$ cat src/rtl/toggle_rate_if.sv
// Control/status bundle between a ramp-profile requester and toggle_rate_sequencer.
// The master drives the request and configuration; the slave returns rate and status.
interface toggle_rate_if #(
  parameter int DWELL_W = 16
);
  logic               start;
  logic               abort;
  logic [6:0]         target_rate;
  logic [6:0]         step;
  logic [DWELL_W-1:0] dwell;
  logic [DWELL_W-1:0] hold_cycles;
  logic [6:0]         toggle_rate;
  logic               busy;
  logic               done;
  logic [2:0]         state;

  modport master (
    output start, abort, target_rate, step, dwell, hold_cycles,
    input  toggle_rate, busy, done, state
  );

  modport slave (
    input  start, abort, target_rate, step, dwell, hold_cycles,
    output toggle_rate, busy, done, state
  );
endinterface

$ cat src/rtl/toggle_rate_sequencer.sv
// Ramps toggle_rate up to a target, holds it, ramps back to zero and pulses done.
// Optional macro TOGGLE_SEQ_LOOP_EN: repeat the latched profile until abort or rst.
module toggle_rate_sequencer #(
  parameter int DWELL_W  = 16,
  parameter int MAX_RATE = 100
) (
  input  logic          clk,
  input  logic          rst,
  toggle_rate_if.slave  bus
);

  typedef enum logic [2:0] {
    IDLE      = 3'd0,
    RAMP_UP   = 3'd1,
    HOLD      = 3'd2,
    RAMP_DOWN = 3'd3,
    DONE      = 3'd4
  } state_t;

  localparam logic [6:0]         RATE_CEIL = 7'(MAX_RATE);
  localparam logic [DWELL_W-1:0] CNT_ONE   = DWELL_W'(1);

  state_t             st;
  logic [6:0]         rate;
  logic [6:0]         target_l;
  logic [6:0]         step_l;
  logic [DWELL_W-1:0] dwell_l;
  logic [DWELL_W-1:0] hold_l;
  logic [DWELL_W-1:0] cnt;
  logic               busy_r;
  logic               done_r;
  logic               pend;   // config latched, RAMP_UP starts on the next edge

  // Eight bits so rate + step cannot wrap before the comparison with target.
  logic [7:0] sum_up;
  logic [6:0] rate_dn;

  assign sum_up  = {1'b0, rate} + {1'b0, step_l};
  assign rate_dn = (rate > step_l) ? rate - step_l : 7'd0;

  always_ff @(posedge clk or posedge rst) begin
    // NOTE: registers here use non-blocking assignments so every branch sees the
    // pre-edge values of rate/cnt/st; blocking would chain updates within one edge.
    if (rst) begin
      // NOTE: the latched configuration is a handful of flops, not a memory, so it
      // is cleared with everything else to leave no stale profile behind.
      st       <= IDLE;
      rate     <= '0;
      target_l <= '0;
      step_l   <= '0;
      dwell_l  <= '0;
      hold_l   <= '0;
      cnt      <= '0;
      busy_r   <= 1'b0;
      done_r   <= 1'b0;
      pend     <= 1'b0;
    end else begin
      done_r <= 1'b0;
      if (bus.abort) begin
        st     <= IDLE;
        rate   <= '0;
        cnt    <= '0;
        busy_r <= 1'b0;
        pend   <= 1'b0;
      end else begin
        case (st)
          IDLE: begin
            rate   <= '0;
            busy_r <= 1'b0;
            if (pend) begin
              pend   <= 1'b0;
              st     <= RAMP_UP;
              cnt    <= dwell_l - CNT_ONE;
              busy_r <= 1'b1;
            end else if (bus.start) begin
              pend     <= 1'b1;
              target_l <= (bus.target_rate > RATE_CEIL) ? RATE_CEIL : bus.target_rate;
              step_l   <= (bus.step == 7'd0) ? 7'd1 : bus.step;
              dwell_l  <= (bus.dwell == '0) ? CNT_ONE : bus.dwell;
              hold_l   <= (bus.hold_cycles == '0) ? CNT_ONE : bus.hold_cycles;
            end
          end

          RAMP_UP: begin
            if (cnt == '0) begin
              if (sum_up >= {1'b0, target_l}) begin
                rate <= target_l;
                st   <= HOLD;
                cnt  <= hold_l - CNT_ONE;
              end else begin
                rate <= sum_up[6:0];
                cnt  <= dwell_l - CNT_ONE;
              end
            end else begin
              cnt <= cnt - CNT_ONE;
            end
          end

          HOLD: begin
            if (cnt == '0) begin
              st  <= RAMP_DOWN;
              cnt <= dwell_l - CNT_ONE;
            end else begin
              cnt <= cnt - CNT_ONE;
            end
          end

          RAMP_DOWN: begin
            if (cnt == '0) begin
              rate <= rate_dn;
              if (rate_dn == 7'd0) begin
                st     <= DONE;
                done_r <= 1'b1;
                cnt    <= '0;
              end else begin
                cnt <= dwell_l - CNT_ONE;
              end
            end else begin
              cnt <= cnt - CNT_ONE;
            end
          end

          DONE: begin
            rate <= '0;
`ifdef TOGGLE_SEQ_LOOP_EN
            st     <= RAMP_UP;
            cnt    <= dwell_l - CNT_ONE;
            busy_r <= 1'b1;
`else
            st     <= IDLE;
            busy_r <= 1'b0;
`endif
          end

          default: begin
            st     <= IDLE;
            rate   <= '0;
            cnt    <= '0;
            busy_r <= 1'b0;
            pend   <= 1'b0;
          end
        endcase
      end
    end
  end

  assign bus.toggle_rate = rate;
  assign bus.busy        = busy_r;
  assign bus.done        = done_r;
  assign bus.state       = st;

endmodule

$ cat src/flat_wrapper.sv
// flat-port wrapper written by rule: the top's interface ports become plain ports
module toggle_rate_sequencer_flat 
#(
  parameter int DWELL_W  = 16,
  parameter int MAX_RATE = 100
)
  (clk, rst, bus_start, bus_abort, bus_target_rate, bus_step, bus_dwell, bus_hold_cycles, bus_toggle_rate, bus_busy, bus_done, bus_state);
  toggle_rate_if #(.DWELL_W(DWELL_W)) bus_i ();
  input  logic clk;
  input  logic rst;
  input wire logic [$bits(bus_i.start)-1:0] bus_start;
  input wire logic [$bits(bus_i.abort)-1:0] bus_abort;
  input wire logic [$bits(bus_i.target_rate)-1:0] bus_target_rate;
  input wire logic [$bits(bus_i.step)-1:0] bus_step;
  input wire logic [$bits(bus_i.dwell)-1:0] bus_dwell;
  input wire logic [$bits(bus_i.hold_cycles)-1:0] bus_hold_cycles;
  output wire logic [$bits(bus_i.toggle_rate)-1:0] bus_toggle_rate;
  output wire logic [$bits(bus_i.busy)-1:0] bus_busy;
  output wire logic [$bits(bus_i.done)-1:0] bus_done;
  output wire logic [$bits(bus_i.state)-1:0] bus_state;
  assign bus_i.start = bus_start;
  assign bus_i.abort = bus_abort;
  assign bus_i.target_rate = bus_target_rate;
  assign bus_i.step = bus_step;
  assign bus_i.dwell = bus_dwell;
  assign bus_i.hold_cycles = bus_hold_cycles;
  assign bus_toggle_rate = bus_i.toggle_rate;
  assign bus_busy = bus_i.busy;
  assign bus_done = bus_i.done;
  assign bus_state = bus_i.state;
  toggle_rate_sequencer #(.DWELL_W(DWELL_W), .MAX_RATE(MAX_RATE)) u_core (.clk(clk), .rst(rst), .bus(bus_i));
endmodule
$ cat config.mk
export PLATFORM = sky130hd
export DESIGN_NAME = toggle_rate_sequencer_flat
export DESIGN_NICKNAME = d
export VERILOG_FILES = /design/src/rtl/toggle_rate_if.sv /design/src/rtl/toggle_rate_sequencer.sv /design/src/flat_wrapper.sv
export SDC_FILE = /design/constraint.sdc
export NUM_CORES = 1
export LEC_CHECK = 0
export ABC_CLOCK_PERIOD_IN_PS = 4450
export BUFFER_PORTS_ARGS = -buffer_cell sky130_fd_sc_hd__buf_4
export CAP_MARGIN = 15
export CELL_PAD_IN_SITES_DETAIL_PLACEMENT = 1
export CELL_PAD_IN_SITES_GLOBAL_PLACEMENT = 2
export CORE_AREA = 2 2 123 125
export CTS_BUF_LIST = sky130_fd_sc_hd__clkbuf_8
export CTS_CLUSTER_DIAMETER = 100
export DETAILED_ROUTE_END_ITERATION = 10
export DIE_AREA = 0 0 125 127
export GPL_TIMING_DRIVEN = 0
export HOLD_SLACK_MARGIN = 0.05
export PLACE_DENSITY = 0.84
export SYNTH_ARGS = -nofsm -noshare
export SYNTH_HDL_FRONTEND = slang
export SYNTH_SLANG_ARGS = --single-unit
$ cat constraint.sdc
create_clock -name clk -period 4.45 [get_ports clk]
set_clock_uncertainty 0.15 [all_clocks]
set_input_delay 0.445 -clock clk [delete_from_list [all_inputs] [get_ports clk]]
set_output_delay 0.445 -clock clk [all_outputs]
set_load 0.01 [all_outputs]
==> results of run 1 <==
[per-layer routing]
metal  share of wire (%)  vias to the layer above  wire length, um  track usage, %
met3                 3.8                       22              686            3.48
met4                 1.8                        0              323            6.60
met2                  47                      107             8450            38.4
li1                    -                     2424                -               -
met5                   0                        -                0               0
met1                  48                     2561             8660            32.4
[metrics by stage]
| stage | std cells | power [mW] |
|---|---|---|
| final | 890 | 3.91 |
| after global routing | 890 | 4.21 |
| after CTS | 891 | 3.90 |
| after detailed placement | 874 | 3.37 |
| after global placement | 872 | 3.28 |
| after floorplan | 627 | 2.65 |
[what timing repair did]
| action | 4_1_cts | 5_1_grt |
|---|---|---|
| endpoints found under the setup margin | 7 | 19 |
| resized for setup | 1 | 5 |
| pin swaps | 0 | 0 |
| endpoints found under the hold margin | 12 | 0 |
| gates cloned | 0 | 0 |
| hold buffers | 1 | 0 |
[layout by cell type, fill, tap and decap left out, types with 4 or more instances in the layout]
| cell type | count |
|---|---|
| or3_1 | 8 |
| nor3_1 | 27 |
| nand3_1 | 7 |
| o21a_1 | 5 |
| inv_1 | 30 |
| or2_2 | 7 |
| ha_1 | 25 |
| or4_1 | 4 |
| xor2_1 | 19 |
| a211oi_1 | 7 |
| dfrtp_1 | 75 |
| buf_4 | 62 |
| clkinvlp_4 | 4 |
| nor2b_1 | 5 |
| clkbuf_8 | 10 |
| nand2_1 | 75 |
| buf_2 | 4 |
| o211ai_1 | 7 |
| o21ai_0 | 57 |
| a221oi_1 | 4 |
| clkbuf_1 | 19 |
| mux2i_1 | 8 |
| nor3b_1 | 5 |
| xnor2_1 | 23 |
| nand3b_1 | 4 |
| a31oi_1 | 4 |
| nor2_1 | 59 |
| nand2b_1 | 8 |
| a22oi_1 | 6 |
| nor4_1 | 23 |
| a21oi_1 | 24 |
| a22o_1 | 23 |
[sequential cells by signal, summed over array words and instances (netlist names)]
name,flops
u_core.bus.toggle_rate,7
u_core.hold_l,16
u_core.step_l,7
u_core.bus.done,1
u_core.dwell_l,16
u_core.target_l,7
u_core.pend,1
u_core.bus.busy,1
u_core.bus.state,3
u_core.cnt,16
[area by class of cell]
type,count,area [sq um]
Fill cell,1768,8240
Timing Repair Buffer,64,500
Clock buffer,10,138
Clock inverter,6,42.5
Tap cell,184,230
Multi-Input combinational cell,495,3170
Inverter,30,115
Sequential cell,75,1880
Buffer,26,109
[where the power goes]
group / total (mW) / switching (mW) / internal [mW]
logic: 2.29 / 1.42 / 0.870
clock network: 0.518 / 0.301 / 0.217
registers: 1.11 / 0.231 / 0.875
[final timing paths]
kind	depth (start not counted)	slack [ns]	endpoint
max in group asynchronous	4	3.17	u_core.dwell_l[13]$_DFFE_PP0P_
worst min register to register	1	0.40	u_core.dwell_l[15]$_DFFE_PP0P_
min in group asynchronous	3	0.39	u_core.step_l[3]$_DFFE_PP0P_
worst min-delay path	3	0.11	u_core.hold_l[8]$_DFFE_PP0P_
worst max register to register	12	0.11	u_core.cnt[10]$_DFFE_PP0P_
worst max-delay path	12	0.11	u_core.cnt[10]$_DFFE_PP0P_
[worst reg2reg max path, delay by kind of cell (launching register included)]
kind            cells  cell delay, ns
flops               1            0.42
compound gates      4            1.78
simple gates        3            0.92
buf+inv             2            0.17
xor+xnor            1            0.19
fa+ha+maj           2            0.61
[logic make-up (layout without fill, tap and decap cells)]
kind of cell | after synthesis | count (layout)
compound gates | 168 | 168
flops | 75 | 75
mux | 8 | 8
fa+ha+maj | 27 | 27
buf+inv | 57 | 136
simple gates | 250 | 250
xor+xnor | 42 | 42
==> results.py, run 1 <==
metrics = {
    "timing": {
        "final-hold-violation-count": 0,
        "hold_ws_ns": 0.109,
        "slew-limit-headroom_pct": 25.6,
        "layout_min_cycle_time_ns": 4.34,
        "finalCritPeriodShare_pct": 97.6,
        "rsz0062_at_grt": "no",
        "setup_violation_total_in_the_final_timing_report": 0,
        "layout_setup_ws_ns": 0.106,
        "max_clock_freq_ghz": 0.230,
        "setup_total_negative_slack_ns": 0,
        "transition_time_at_the_pin_with_the_least_slew_margin_ns": 1.11,
        "slew_viol_final": 0,
    },
    "die": {
        "die_area_sq_mm": 0.0159,
        "ioPinCount": 62,
        "core_area_sq_mm": 0.0144,
        "floorplan.initialDensity_pct": 36.5,
        "die_height_um": 127,
        "chipWidth_um": 125,
        "fp-row-count": 44,
    },
    "yosys": {
        "largest_family_of_logic_cells_by_synthesized_area": "simple AND/OR/NAND/NOR gates",
        "ys_warn_count": 0,
        "async_flop_share_pct": 100,
        "yosysTopAreaCell": "dfrtp_1",
        "post_synth_mux_area_share_pct": 1.52,
        "synthFlopType": "dfrtp_1",
        "number_of_flops_mapped_to_enable_cells_by_yosys": 0,
        "synth.lib_cells_used.distinct": 63,
        "synthesis.area_per_instance_sq_um": 8.41,
        "synth-compound-area-share_pct": 21.5,
        "ys_top_cells_by_count": "dfrtp_1 (75), nand2_1 (75), nor2_1 (59)",
        "synth_seq_area_share_pct": 35.6,
        "post-synth-top-area-fraction_pct": 35.6,
        "post_synth_instance_area_sq_mm": 0.00527,
        "synth-xor-area-share_pct": 6.98,
        "yosys_register_bits": 75,
        "synth_fa_ha_area_share_pct": 6.69,
        "yosys.area_share.simple_pct": 23.5,
        "synth_area_leaders": "dfrtp_1 (36%), ha_1 (5.9%), o21ai_0 (5.4%)",
        "syn_nets": 704,
        "syn-instance-count": 627,
    },
    "pwr": {
        "p_leak_nw": 2.71,
        "total_power_per_unit_cell_area_mw_per_mm2": 632,
        "irDropWorstVdd_mv": 0.250,
    },
    "clocking": {
        "path_clk_slew_ns": 0.09,
        "htreeDepth": 3,
        "cts_setup_buffers": 0,
        "numCtsBuffers": 9,
        "worstSkewPairLatency_ns": 0.38,
        "tritoncts": "done",
        "cts.path.max_buffers": 2,
        "clock-sinks": 75,
        "cts_root_buffer": "clkbuf_8",
    },
    "grt": {
        "grt_antenna_before_repair": 0,
        "grt_start_max_net_pins": 64,
        "number_of_global_route_vias_before_repair": 5291,
        "total_overflow_reported_by_the_global_router": 0,
        "groute.usage.overall_pct": 23.4,
        "first_pass_grt_wire_length_mm": 29.1,
    },
    "critical_path": {
        "timing.critical_path.slowest_cell_delay_ns": 0.62,
        "cp-end-kind": "flop",
        "path_buf_inv": 2,
        "critical-path-slowest-cell": "o21ai_0",
        "required_ns": 4.58,
        "critical_path.startpoint_type": "flop",
        "arrival_ns": 4.47,
        "crit_chain": "inv_1 -> ha_1 -> inv_1 -> fa_1 -> a211oi_1 -> nor2_1 -> xor2_1 -> or3_1 -> o21ai_0 -> a31oi_1 -> or3_1 -> a32o_1",
        "setup.worst_path.start": "u_core.bus.toggle_rate[0]$_DFFE_PP0P_",
        "timing_worst_setup_path_type": "reg2reg",
        "critical-path-top-delay-family": "compound AO/OA/AOI/OAI gates",
        "crit_path_max_fanout": 6,
        "critical_path.reg2reg.startpoint": "u_core.bus.toggle_rate[0]$_DFFE_PP0P_",
    },
    "worst_hold_path": {
        "min-delay-path-class": "in2reg",
        "hold_path.startpoint": "bus_hold_cycles[8]",
    },
    "cells_and_area": {
        "total_inserted_antenna_cells": 0,
        "design.final.nets": 778,
        "fin_area_sq_mm": 0.00618,
        "final_util_pct": 42.9,
        "drive_above_1_share_pct": 15.3,
        "area.growth.synth_to_final_pct": 17.3,
    },
    "routing": {
        "drt_pass1_iterations": 4,
        "route.vias.total": 5114,
        "postRouteAntennaNets": 0,
        "wl_mm": 18.1,
        "wl_per_cell_um": 20.4,
        "drcViolationCount": 0,
        "avgViaCountPerCell": 5.75,
        "drt_iter0_drc": 342,
    },
    "place": {
        "dp_slack_ns": -0.129,
        "place.detailed.hpwl_mm": 14.3,
        "placement.cell_area_sq_mm": 0.00599,
        "port_buffers": 61,
        "gp_congestion": 0.881,
    },
    "outcome": {
        "status": "finished clean",
    },
    "run": {
        "max_cap_viol_count": 0,
    },
}
Note: power is estimated with default switching activity, not from simulation.
==> inputs of run 2 (changes only) <==
Settings changed: ABC_CLOCK_PERIOD_IN_PS 4450 to 5240, CORE_AREA 2 2 123 125 to 2 2 118 120, DIE_AREA 0 0 125 127 to 0 0 120 122, PLACE_DENSITY 0.84 to 0.9.
Clock period 4.45 ns to 5.24 ns, I/O delays scaled along.
==> run 2 against run 1 <==
Die area is 7.8% lower. Combinational power is 15% lower. Worst setup slack better by 0.59 ns. Count of clock-buffer cells in the layout is 1 lower. Critical path depth is 3 higher. Critical path type unchanged. Global-route usage is 2.2 points higher. Wire length is 0.92% lower. Cell area is 0.51% higher. Sequential cell count stayed put. Final cell count is 0.45% lower.
==> results.py, run 2 (same netlist as run 1, synthesis figures left out) <==
metrics = {
    "die": {
        "floorplan.initialDensity_pct": 39.0,
        "fp-row-count": 43,
        "die_area_sq_mm": 0.0146,
        "core_area_sq_mm": 0.0135,
        "ioPinCount": 62,
        "die_height_um": 122,
        "chipWidth_um": 120,
    },
    "routing": {
        "route.vias.total": 5132,
        "drt_iter0_drc": 327,
        "wl_mm": 18.0,
        "wl_per_cell_um": 20.3,
        "drt_pass1_iterations": 4,
        "drcViolationCount": 0,
        "postRouteAntennaNets": 0,
        "avgViaCountPerCell": 5.79,
    },
    "pwr": {
        "irDropWorstVdd_mv": 0.187,
        "combinationalPowerShare_pct": 56.9,
        "p_sw_mw": 1.66,
        "power.share.switching_pct": 48.7,
        "total_power_per_unit_cell_area_mw_per_mm2": 548,
        "intPower_mw": 1.75,
        "p_leak_nw": 2.73,
        "power.clock.fraction_pct": 15.2,
        "seq_power_share_pct": 28.0,
    },
    "run": {
        "max_cap_viol_count": 0,
    },
    "timing": {
        "rsz0062_at_grt": "no",
        "layout_min_cycle_time_ns": 4.54,
        "setup_violation_total_in_the_final_timing_report": 0,
        "transition_time_at_the_pin_with_the_least_slew_margin_ns": 1.05,
        "setup_total_negative_slack_ns": 0,
        "slew_viol_final": 0,
        "finalCritPeriodShare_pct": 86.7,
        "max_clock_freq_ghz": 0.220,
        "slew-limit-headroom_pct": 29.2,
        "final-hold-violation-count": 0,
    },
    "cells_and_area": {
        "final.fill_count": 1651,
        "drive_above_1_share_pct": 14.7,
        "most-common-layout-cells": "nand2_1 (75), dfrtp_1 (75), buf_4 (63), nor2_1 (59), o21ai_0 (57)",
        "fin_area_sq_mm": 0.00622,
        "total_inserted_antenna_cells": 0,
        "reg_top3": "u_core.cnt: 16 flops, u_core.dwell_l: 16 flops, u_core.hold_l: 16 flops",
        "seq_area_sq_mm": 0.00188,
        "multiInputGateArea_sq_mm": 0.00317,
        "design.final.nets": 779,
        "area.growth.synth_to_final_pct": 17.9,
    },
    "clocking": {
        "path_clk_slew_ns": 0.09,
        "htreeDepth": 3,
        "tritoncts": "done",
        "worstSkewPairLatency_ns": 0.38,
        "cts_root_buffer": "clkbuf_8",
        "numCtsBuffers": 9,
        "cts.path.max_buffers": 2,
        "clock-sinks": 75,
        "post_cts_resized": 0,
    },
    "critical_path": {
        "timing_worst_setup_path_type": "reg2reg",
        "arrival_ns": 4.63,
        "cp-end-kind": "flop",
        "critical-path-top-delay-family": "compound AO/OA/AOI/OAI gates",
        "r2r_slack_ns": 0.70,
        "timing.critical_path.slowest_cell_delay_ns": 0.59,
        "crit_path_max_fanout": 10,
        "path_common_cell": "o21ai_0",
        "critical-path-slowest-cell": "clkbuf_1",
        "crit_chain": "ha_1 -> fa_1 -> nand2b_1 -> a21oi_1 -> nor2_1 -> xor2_1 -> ha_1 -> o21a_1 -> o21ai_0 -> o211a_1 -> clkbuf_1 -> clkbuf_1 -> o21ai_0 -> a221oi_1 -> o21ai_0",
        "path_buf_inv": 2,
        "critical_path.startpoint_type": "flop",
        "required_ns": 5.33,
    },
    "outcome": {
        "status": "finished clean",
    },
    "grt": {
        "grt_util_met1_pct": 36.0,
        "busiest_layer": "met2",
        "grt.met3_usage_pct": 3.04,
        "grt_start_max_net_pins": 64,
        "global_route.usage.met2_pct": 41.0,
        "groute.usage.overall_pct": 25.6,
        "first_pass_grt_wire_length_mm": 28.8,
        "total_overflow_reported_by_the_global_router": 0,
        "number_of_global_route_vias_before_repair": 5308,
        "grt_antenna_before_repair": 0,
    },
    "place": {
        "placement.cell_area_sq_mm": 0.00599,
        "place.detailed.hpwl_mm": 14.1,
        "gp_congestion": 0.897,
        "port_buffers": 61,
    },
    "worst_hold_path": {
        "min-delay-path-class": "in2reg",
    },
}
[run 2: cell count changes in the layout (fill, tap and decap cells not counted), moves of 2 or more]
cell,before,now
bufinv_16,0,2
clkbuf_1,19,23
clkbuf_2,3,0
clkinvlp_4,4,1
[run 2: worst min-delay path: stages]
cell	delay, ns
buf_4	0.09
nand2_1	0.04
nand2_1	0.05
[run 2: through the flow]
step	utilization (%)	setup WS, ns	hold WS [ns]	instances	total power, mW
3_5_place_dp	44.4	0.752	0.315	870	2.86
3_3_place_gp	44.1	0.828	0.362	868	2.78
6_report	46.0	0.695	0.198	886	3.40
4_1_cts	46.0	0.712	0.188	886	3.39
2_1_floorplan	-	1.63	0.329	627	2.25
5_1_grt	46.0	0.394	0.197	886	3.65
[run 2: what timing repair did]
action / CTS / global route
setup buffers: 0 / 0
endpoints found under the hold margin: 12 / 0
hold buffers: 1 / 0
[run 2: path summary, 6_finish.rpt]
kind | startpoint | end | depth (start not counted)
worst max-delay path | u_core.bus.toggle_rate[0]$_DFFE_PP0P_ | u_core.cnt[13]$_DFFE_PP0P_ | 15
worst min-delay path | bus_hold_cycles[3] | u_core.hold_l[3]$_DFFE_PP0P_ | 3
worst max register to register | u_core.bus.toggle_rate[0]$_DFFE_PP0P_ | u_core.cnt[13]$_DFFE_PP0P_ | 15
worst min register to register | u_core.dwell_l[15]$_DFFE_PP0P_ | u_core.dwell_l[15]$_DFFE_PP0P_ | 1
max in group asynchronous | rst | u_core.bus.toggle_rate[6]$_DFFE_PP0P_ | 4
min in group asynchronous | rst | u_core.target_l[1]$_DFFE_PP0P_ | 3
[run 2: area by class of cell]
cell class                      count  area share (%)
Sequential cell                    75            30.2
Clock inverter                      6            1.45
Clock buffer                        9            1.99
Buffer                             27            1.75
Multi-Input combinational cell    495            51.0
Tap cell                          180            3.62
Timing Repair Buffer               64            8.09
Inverter                           30            1.85
[run 2: metal layers]
layer | routed length [um] | part of all wire [%]
met5 | 0 | 0
met4 | 303 | 1.7
met3 | 676 | 3.8
met2 | 8320 | 46
met1 | 8650 | 48
[run 2: power groups by stage]
| stage | combinational [mW] | sequential (mW) | clock (mW) |
|---|---|---|---|
| 2_1_floorplan | 1.35 | 0.893 | 0 |
| 3_3_place_gp | 1.84 | 0.939 | 0 |
| 3_5_place_dp | 1.90 | 0.959 | 0 |
| 4_1_cts | 1.92 | 0.946 | 0.523 |
| 5_1_grt | 2.12 | 0.981 | 0.548 |
| 6_report | 1.94 | 0.952 | 0.516 |
